**src/rtl/game_pkg.sv**
```systemverilog
// Shared definitions for the Connect-4 column drop engine: error codes,
// FSM encoding, the empty player code and port-width helpers.
package game_pkg;

    localparam logic [1:0] ERR_OK         = 2'd0;
    localparam logic [1:0] ERR_FULL       = 2'd1;
    localparam logic [1:0] ERR_BAD        = 2'd2;
    localparam logic [1:0] ERR_UNDO_EMPTY = 2'd3;

    localparam int EMPTY = 0;

    typedef enum logic [1:0] {
        ST_IDLE   = 2'd0,
        ST_CHECK  = 2'd1,
        ST_COMMIT = 2'd2
    } state_t;

    function automatic int col_sel_w(input int cols, input int onehot);
        return (onehot != 0) ? cols : $clog2(cols);
    endfunction

    function automatic int addr_w(input int cols, input int rows);
        return $clog2(cols * rows);
    endfunction

    function automatic int count_w(input int cols, input int rows);
        return $clog2(cols * rows + 1);
    endfunction

endpackage

```
**src/rtl/move_history_stack.sv**
```systemverilog
// Circular LIFO of column indices used for undo; a push into a full stack
// silently overwrites the oldest entry so the newest DEPTH moves survive.
module move_history_stack #(
    parameter int DEPTH = 8,
    parameter int IW    = 3
) (
    input  logic                         clk,
    input  logic                         reset,
    input  logic                         push,
    input  logic                         pop,
    input  logic [IW-1:0]                push_data,
    output logic [IW-1:0]                top,
    output logic                         empty,
    output logic [$clog2(DEPTH+1)-1:0]   count
);

    localparam int PTRW = $clog2(DEPTH);
    localparam int HCW  = $clog2(DEPTH + 1);

    logic [IW-1:0]   mem [DEPTH];
    logic [PTRW-1:0] wp;
    logic [HCW-1:0]  cnt;

    always_ff @(posedge clk) begin
        if (push) begin
            mem[wp] <= push_data;
        end
    end

    // Write pointer wraps naturally since DEPTH is a power of two.
    always_ff @(posedge clk or posedge reset) begin
        if (reset) begin
            wp  <= '0;
            cnt <= '0;
        end else if (push) begin
            wp <= wp + PTRW'(1);
            if (cnt != HCW'(DEPTH)) begin
                cnt <= cnt + HCW'(1);
            end
        end else if (pop) begin
            wp  <= wp - PTRW'(1);
            cnt <= cnt - HCW'(1);
        end
    end

    assign top   = mem[wp - PTRW'(1)];
    assign empty = (cnt == '0);
    assign count = cnt;

endmodule

```
**src/rtl/column_drop_engine.sv**
```systemverilog
// Gravity-drop engine: validates drop/undo requests, tracks column heights
// and emits one board-RAM write per successful move, two cycles after accept.
module column_drop_engine
    import game_pkg::*;
#(
    parameter int COLS       = 8,
    parameter int ROWS       = 8,
    parameter int PW         = 2,
    parameter int ONEHOT_IN  = 1,
    parameter int UNDO_DEPTH = 8
) (
    input  logic                                 clk,
    input  logic                                 reset,
    input  logic                                 in_valid,
    output logic                                 in_ready,
    input  logic                                 in_undo,
    input  logic [col_sel_w(COLS,ONEHOT_IN)-1:0] in_col,
    input  logic [PW-1:0]                        in_player,
    output logic                                 wr_valid,
    output logic [addr_w(COLS,ROWS)-1:0]         wr_addr,
    output logic [PW-1:0]                        wr_data,
    output logic                                 rsp_valid,
    output logic [1:0]                           rsp_err,
    output logic [COLS-1:0]                      col_full,
    output logic                                 board_full,
    output logic [count_w(COLS,ROWS)-1:0]        move_count
);

    localparam int CW   = col_sel_w(COLS, ONEHOT_IN);
    localparam int AW   = addr_w(COLS, ROWS);
    localparam int CNTW = count_w(COLS, ROWS);
    localparam int CIW  = $clog2(COLS);
    localparam int HW   = $clog2(ROWS + 1);
    localparam int RW   = $clog2(ROWS);
    localparam int HCW  = $clog2(UNDO_DEPTH + 1);

    state_t state, state_nxt;
    logic   accept;

    logic [HW-1:0] height [COLS];

    logic          undo_p0;
    logic [CW-1:0] col_p0;
    logic [PW-1:0] player_p0;

    logic           col_ok;
    logic [CIW-1:0] dec_col;
    logic [CIW-1:0] sel_col;
    logic [HW-1:0]  height_sel;
    logic [1:0]     chk_err;
    logic [RW-1:0]  chk_row;
    logic [AW-1:0]  cell_addr;

    logic [1:0]     err_p1;
    logic [CIW-1:0] col_p1;
    logic           undo_p1;

    logic            commit_ok;
    logic [HW-1:0]   height_upd;
    logic [COLS-1:0] col_full_nxt;

    logic           hist_push;
    logic           hist_pop;
    logic [CIW-1:0] hist_top;
    logic           hist_empty;
    logic [HCW-1:0] hist_count;

    always_ff @(posedge clk or posedge reset) begin
        if (reset) begin
            state <= ST_IDLE;
        end else begin
            state <= state_nxt;
        end
    end

    always_comb begin
        state_nxt = state;
        in_ready  = 1'b0;
        case (state)
            ST_IDLE: begin
                in_ready = 1'b1;
                if (in_valid) begin
                    state_nxt = ST_CHECK;
                end
            end
            ST_CHECK:  state_nxt = ST_COMMIT;
            ST_COMMIT: state_nxt = ST_IDLE;
            default:   state_nxt = ST_IDLE;
        endcase
    end

    assign accept = in_valid && in_ready;

    // Stage p0: request captured at accept
    always_ff @(posedge clk) begin
        if (accept) begin
            undo_p0   <= in_undo;
            col_p0    <= in_col;
            player_p0 <= in_player;
        end
    end

    generate
        if (ONEHOT_IN != 0) begin : g_onehot
            always_comb begin
                dec_col = '0;
                for (int i = 0; i < COLS; i++) begin
                    if (col_p0[i]) begin
                        dec_col = CIW'(i);
                    end
                end
            end
            assign col_ok = $onehot(col_p0);
        end else begin : g_binary
            assign dec_col = col_p0;
            assign col_ok  = ({1'b0, col_p0} < (CW+1)'(COLS));
        end
    endgenerate

    // Undo takes its column from the history; a drop uses the decoded input.
    always_comb begin
        sel_col    = undo_p0 ? hist_top : dec_col;
        height_sel = height[sel_col];
        chk_err    = ERR_OK;
        if (undo_p0) begin
            if (hist_empty) begin
                chk_err = ERR_UNDO_EMPTY;
            end
            chk_row = RW'(HW'(ROWS) - height_sel);
        end else begin
            if (!col_ok || player_p0 == PW'(EMPTY)) begin
                chk_err = ERR_BAD;
            end else if (height_sel == HW'(ROWS)) begin
                chk_err = ERR_FULL;
            end
            chk_row = RW'(HW'(ROWS - 1) - height_sel);
        end
        cell_addr = AW'(chk_row) * AW'(COLS) + AW'(sel_col);
    end

    // Stage p1: CHECK verdict held for the COMMIT state update
    always_ff @(posedge clk) begin
        if (state == ST_CHECK) begin
            err_p1  <= chk_err;
            col_p1  <= sel_col;
            undo_p1 <= undo_p0;
        end
    end

    assign commit_ok  = (state == ST_COMMIT) && (err_p1 == ERR_OK);
    assign height_upd = undo_p1 ? (height[col_p1] - HW'(1)) : (height[col_p1] + HW'(1));
    assign hist_push  = commit_ok && !undo_p1;
    assign hist_pop   = commit_ok && undo_p1 && (hist_count != '0);

    always_comb begin
        col_full_nxt         = col_full;
        col_full_nxt[col_p1] = (height_upd == HW'(ROWS));
    end

    // Stage p2: response/write strobes for COMMIT, state update leaving it
    always_ff @(posedge clk or posedge reset) begin
        if (reset) begin
            wr_valid   <= 1'b0;
            wr_addr    <= '0;
            wr_data    <= '0;
            rsp_valid  <= 1'b0;
            rsp_err    <= ERR_OK;
            col_full   <= '0;
            board_full <= 1'b0;
            move_count <= '0;
            for (int c = 0; c < COLS; c++) begin
                height[c] <= '0;
            end
        end else begin
            wr_valid  <= 1'b0;
            rsp_valid <= 1'b0;
            if (state == ST_CHECK) begin
                rsp_valid <= 1'b1;
                rsp_err   <= chk_err;
                if (chk_err == ERR_OK) begin
                    wr_valid <= 1'b1;
                    wr_addr  <= cell_addr;
                    wr_data  <= undo_p0 ? PW'(EMPTY) : player_p0;
                end
            end
            if (commit_ok) begin
                height[col_p1] <= height_upd;
                col_full       <= col_full_nxt;
                board_full     <= &col_full_nxt;
                move_count     <= undo_p1 ? (move_count - CNTW'(1)) : (move_count + CNTW'(1));
            end
        end
    end

    move_history_stack #(
        .DEPTH (UNDO_DEPTH),
        .IW    (CIW)
    ) u_history (
        .clk       (clk),
        .reset     (reset),
        .push      (hist_push),
        .pop       (hist_pop),
        .push_data (col_p1),
        .top       (hist_top),
        .empty     (hist_empty),
        .count     (hist_count)
    );

endmodule

```
**config.mk**
```make
export PLATFORM = sky130hd
export DESIGN_NAME = column_drop_engine
export DESIGN_NICKNAME = d
export VERILOG_FILES = /design/src/rtl/game_pkg.sv /design/src/rtl/move_history_stack.sv /design/src/rtl/column_drop_engine.sv
export SDC_FILE = /design/constraint.sdc
export NUM_CORES = 1
export LEC_CHECK = 0
export BUFFER_PORTS_ARGS = -buffer_cell sky130_fd_sc_hd__clkbuf_2
export CAP_MARGIN = 20
export CORE_ASPECT_RATIO = 0.8
export CORE_MARGIN = 10
export CORE_UTILIZATION = 35
export CTS_BUF_LIST = sky130_fd_sc_hd__clkbuf_8
export DETAILED_ROUTE_END_ITERATION = 16
export GPL_TIMING_DRIVEN = 0
export PLACE_DENSITY = 0.48
export SLEW_MARGIN = 10
export SYNTH_ARGS = -nofsm -noshare
export SYNTH_HDL_FRONTEND = slang
export SYNTH_HIERARCHICAL = 1
export SYNTH_SLANG_ARGS = --single-unit
export TNS_END_PERCENT = 10
```
**constraint.sdc**
```tcl
create_clock -name clk -period 5.1 [get_ports clk]
set_clock_uncertainty 0.05 [all_clocks]
set_input_delay 0.51 -clock clk [delete_from_list [all_inputs] [get_ports clk]]
set_output_delay 0.51 -clock clk [all_outputs]
set_load 0.02 [all_outputs]
```
==> flow_summary.toml <==
[synth]
ys_types = 57
yosys.area_share.adder_pct = 5.92
synth_top_family_by_area = "multiplexers"
synth_xor_area_share_pct = 2.11
async_flop_share_pct = 62.7
yosys.area_share.simple_pct = 9.88
ys_warn_count = 6
syn-instance-count = 458
ys_seq_area_share_pct = 51.5
syn-num-nets = 495
synth_edf_count = 41
synthMuxAreaShare_pct = 19.1
ys_ff_latch = 110
synth_top_area_share_pct = 30.0
synthTopCellsByArea = "dfrtp_1 (30%), edfxtp_1 (21%), mux2_2 (7.8%)"
yosysTopAreaCell = "dfrtp_1"
avgSynthCellArea_um2 = 12.5
yosys_most_used_dff = "dfrtp_1"
synth-compound-area-share_pct = 8.14
mappedNetlistArea_um2 = 5750

[worst_setup_path]
slowest_delay_ns = 0.64
r2r-start = "u_history/wp[0]$_DFFE_PP0P_"
cp_top_family = "multiplexers"
critPathKind = "reg2reg"
arrival_ns = 4.97
ff2ff_path_depth = 16
cp-start-kind = "flop"
crit_chain = "buf_6 -> inv_1 -> ha_2 -> mux4_1 -> mux2_2 -> nand2b_1 -> nand2_1 -> mux4_1 -> mux2i_1 -> ha_1 -> nor4b_2 -> nand2_1 -> a211o_2 -> o221ai_4 -> buf_12 -> mux2_2"
crit_path_end_kind = "flop"
cp.required_ns = 5.34
r2r_end = "wr_addr[3]$_DFFE_PP0P_"
crit_path_max_fanout = 10
worst-r2r-setup-slack_ns = 0.37
critPathSlowestCell = "mux4_1"
critPathBufInv = 3

[detailed_routing]
via_per_inst = 5.08
drc_errors = 0
ant_nets = 0
wirelength_mm = 13.1
num_vias = 3726
avgRoutedWirePerCell_um = 17.8
drt_pre_antenna_iters = 5
drtIter0Drc = 193

[timing]
min_period_over_period_pct = 92.7
hold_viol_final = 0
fmax_mhz = 212
grt_setup_unrepaired = "no"
tightest_slew_ns = 0.906
timing.final.max_slew_violations = 0
period_needed_ns = 4.73
finalSetupTns_ns = 0
setup_violations = 0
slew_headroom_pct = 39.5

[pwr]
irDropWorstVdd_mv = 0.167
power_density_nw_per_um2 = 525
p_switching_mw = 1.38
p_leak_nw = 2.78
swShare_pct = 40.6
finalPower_mw = 3.39
p_clk_share_pct = 15.1
internal-power_mw = 2.02
pwr-share-comb_pct = 45.0
power_frac_seq_pct = 39.8

[placement]
routabilityCongestion = 0.761
port_buffers = 42
hpwl_mm = 9.66

[finish]
nets = 551
insertedDiodeCount = 0
area_growth_pct = 12.5
utilization_pct = 40.5
drive_gt1_share_pct = 25.2

[clocking]
clk_pin_slew_ns = 0.11
clock-sinks = 110
cts_tree = "done"
cts_buffer_depth = 2
cts_root_buffer = "clkbuf_8"
htree_levels = 3
numCtsBuffers = 9
clk_latency_ns = 0.40

[floorplan]
rows = 41
dieArea_um2 = 22000
die_w_um = 163
start_util_pct = 36.0
core_um2 = 16000
die_h_um = 135
ios = 43

[worst_hold_path]
holdPathStages = 1
hp-start = "in_undo"
min_path_type = "in2reg"
min_to = "undo_p0$_DFFE_PP_"

[outcome]
status = "finished clean"

[global_routing]
grt_start_max_net_pins = 63
grt.overflow.total = 0
gr-usage-all-layers_pct = 12.3
grt_pass1_vias = 3737
antenna_found_initial = 0
grt_pass1_wl_mm = 21.1

[job]
maxCapViolations = 0
## placed cells by master (no fill, tap or decap), drive strengths merged, types with 2 or more instances in the layout
master  instances
and3            3
xor2            6
dfrtp          69
nor4            5
a22o            4
nor4b           2
nand3           9
a31oi           2
nand2          40
o31ai           3
a21boi          3
buf            13
nor3b           3
inv            35
a21oi          13
and2            2
nand2b          3
nor3            9
mux2           40
xnor2           7
mux2i          31
a211oi          4
fa              7
o21ai          27
o221ai          3
o211ai          2
nor2           20
a211o           2
o21a            2
mux4           13
nor2b          11
clkinv          2
ha             16
edfxtp         41
clkbuf         56
## registers in the layout, indices dropped and copies added (netlist names)
| name | cells |
|---|---|
| board_full | 1 |
| col_full | 8 |
| col_p0 | 8 |
| col_p1 | 3 |
| err_p1 | 2 |
| height | 32 |
| move_count | 7 |
| player_p0 | 2 |
| rsp_err | 2 |
| rsp_valid | 1 |
| state | 2 |
| u_history/count | 4 |
| u_history/mem | 24 |
| u_history/wp | 3 |
| undo_p0 | 1 |
| undo_p1 | 1 |
| wr_addr | 6 |
| wr_data | 2 |
| wr_valid | 1 |
## logic make-up after synthesis
kind of cell	count (synthesis)
AOI/OAI and AO/OA	70
and+or+nand+nor	112
buffers and inverters	46
DFF	110
xor gates and xnor gates	13
muxes	84
adders and majority gates	23
## power by group through the flow
stage | logic, mW | clock network [mW] | registers [mW]
finish | 1.53 | 0.514 | 1.35
global route | 1.69 | 0.569 | 1.39
CTS | 1.53 | 0.541 | 1.35
detailed placement | 1.52 | 0 | 1.37
global placement | 1.49 | 0 | 1.36
floorplan | 1.07 | 0 | 1.39
## per-stage QoR
stage / std cells / setup slack, ns / hold WS, ns / cell area, µm²
after CTS: 732 / 0.0433 / 0.201 / 6430
after floorplan: 458 / 0.697 / 0.263 / 5750
final: 734 / 0.374 / 0.228 / 6460
after detailed placement: 716 / -0.126 / 0.416 / 6240
after global routing: 734 / 0.0210 / 0.189 / 6460
after global placement: 715 / -0.143 / 0.407 / 6230
## cell usage after synthesis, types with 4 or more instances
cell      instances
a211oi_1          4
a21oi_1          12
a22o_1            4
buf_1             4
buf_2             5
clkbuf_1          5
dfrtp_1          69
edfxtp_1         41
fa_1              7
ha_1             16
inv_1            29
mux2_2           40
mux2i_1          29
mux4_1            7
mux4_2            6
nand2_1          40
nand3_1           9
nor2_1           20
nor2b_1          11
nor3_1            9
nor4_1            4
o21ai_0          26
xnor2_1           6
xor2_1            6
## layer usage
layer	GRT usage, %	routed length (µm)	vias up
met4	3.00	64	0
met1	17.5	6660	1862
met5	0	0	-
met3	4.10	577	4
met2	17.6	5760	72
li1	-	-	1788
## cell type report
type,count,area [µm²]
well taps,215,269
multi-input cells,302,2610
inverters,30,116
repair buffers,46,253
flip-flops and latches,110,2960
clock inverters,7,56.3
fillers,1502,9490
plain buffers,15,77.6
clock buffers,9,124
## worst max-delay path by stage
stage,start,to,slack [ns],depth (start not counted)
final,u_history/wp[0]$_DFFE_PP0P_,wr_addr[3]$_DFFE_PP0P_,0.37,16
after CTS,u_history/wp[0]$_DFFE_PP0P_,wr_addr[3]$_DFFE_PP0P_,0.04,15
after detailed placement,u_history/wp[0]$_DFFE_PP0P_,wr_addr[0]$_DFFE_PP0P_,-0.13,17
after global placement,u_history/wp[0]$_DFFE_PP0P_,wr_addr[1]$_DFFE_PP0P_,-0.14,17
after floorplan,u_history/wp[0]$_DFFE_PP0P_,wr_addr[0]$_DFFE_PP0P_,0.70,16
after global routing,u_history/wp[0]$_DFFE_PP0P_,wr_addr[1]$_DFFE_PP0P_,0.02,16
## timing repair
| item | 4_1_cts | 5_1_grt |
|---|---|---|
| hold buffers | 1 | 0 |
| hold endpoints to repair | 7 | 0 |
| gates resized for setup | 1 | 2 |
| setup endpoints to repair | 7 | 10 |
| setup buffers | 0 | 1 |
| pin swaps | 0 | 1 |
No activity file was read; power rests on OpenSTA's default activity.
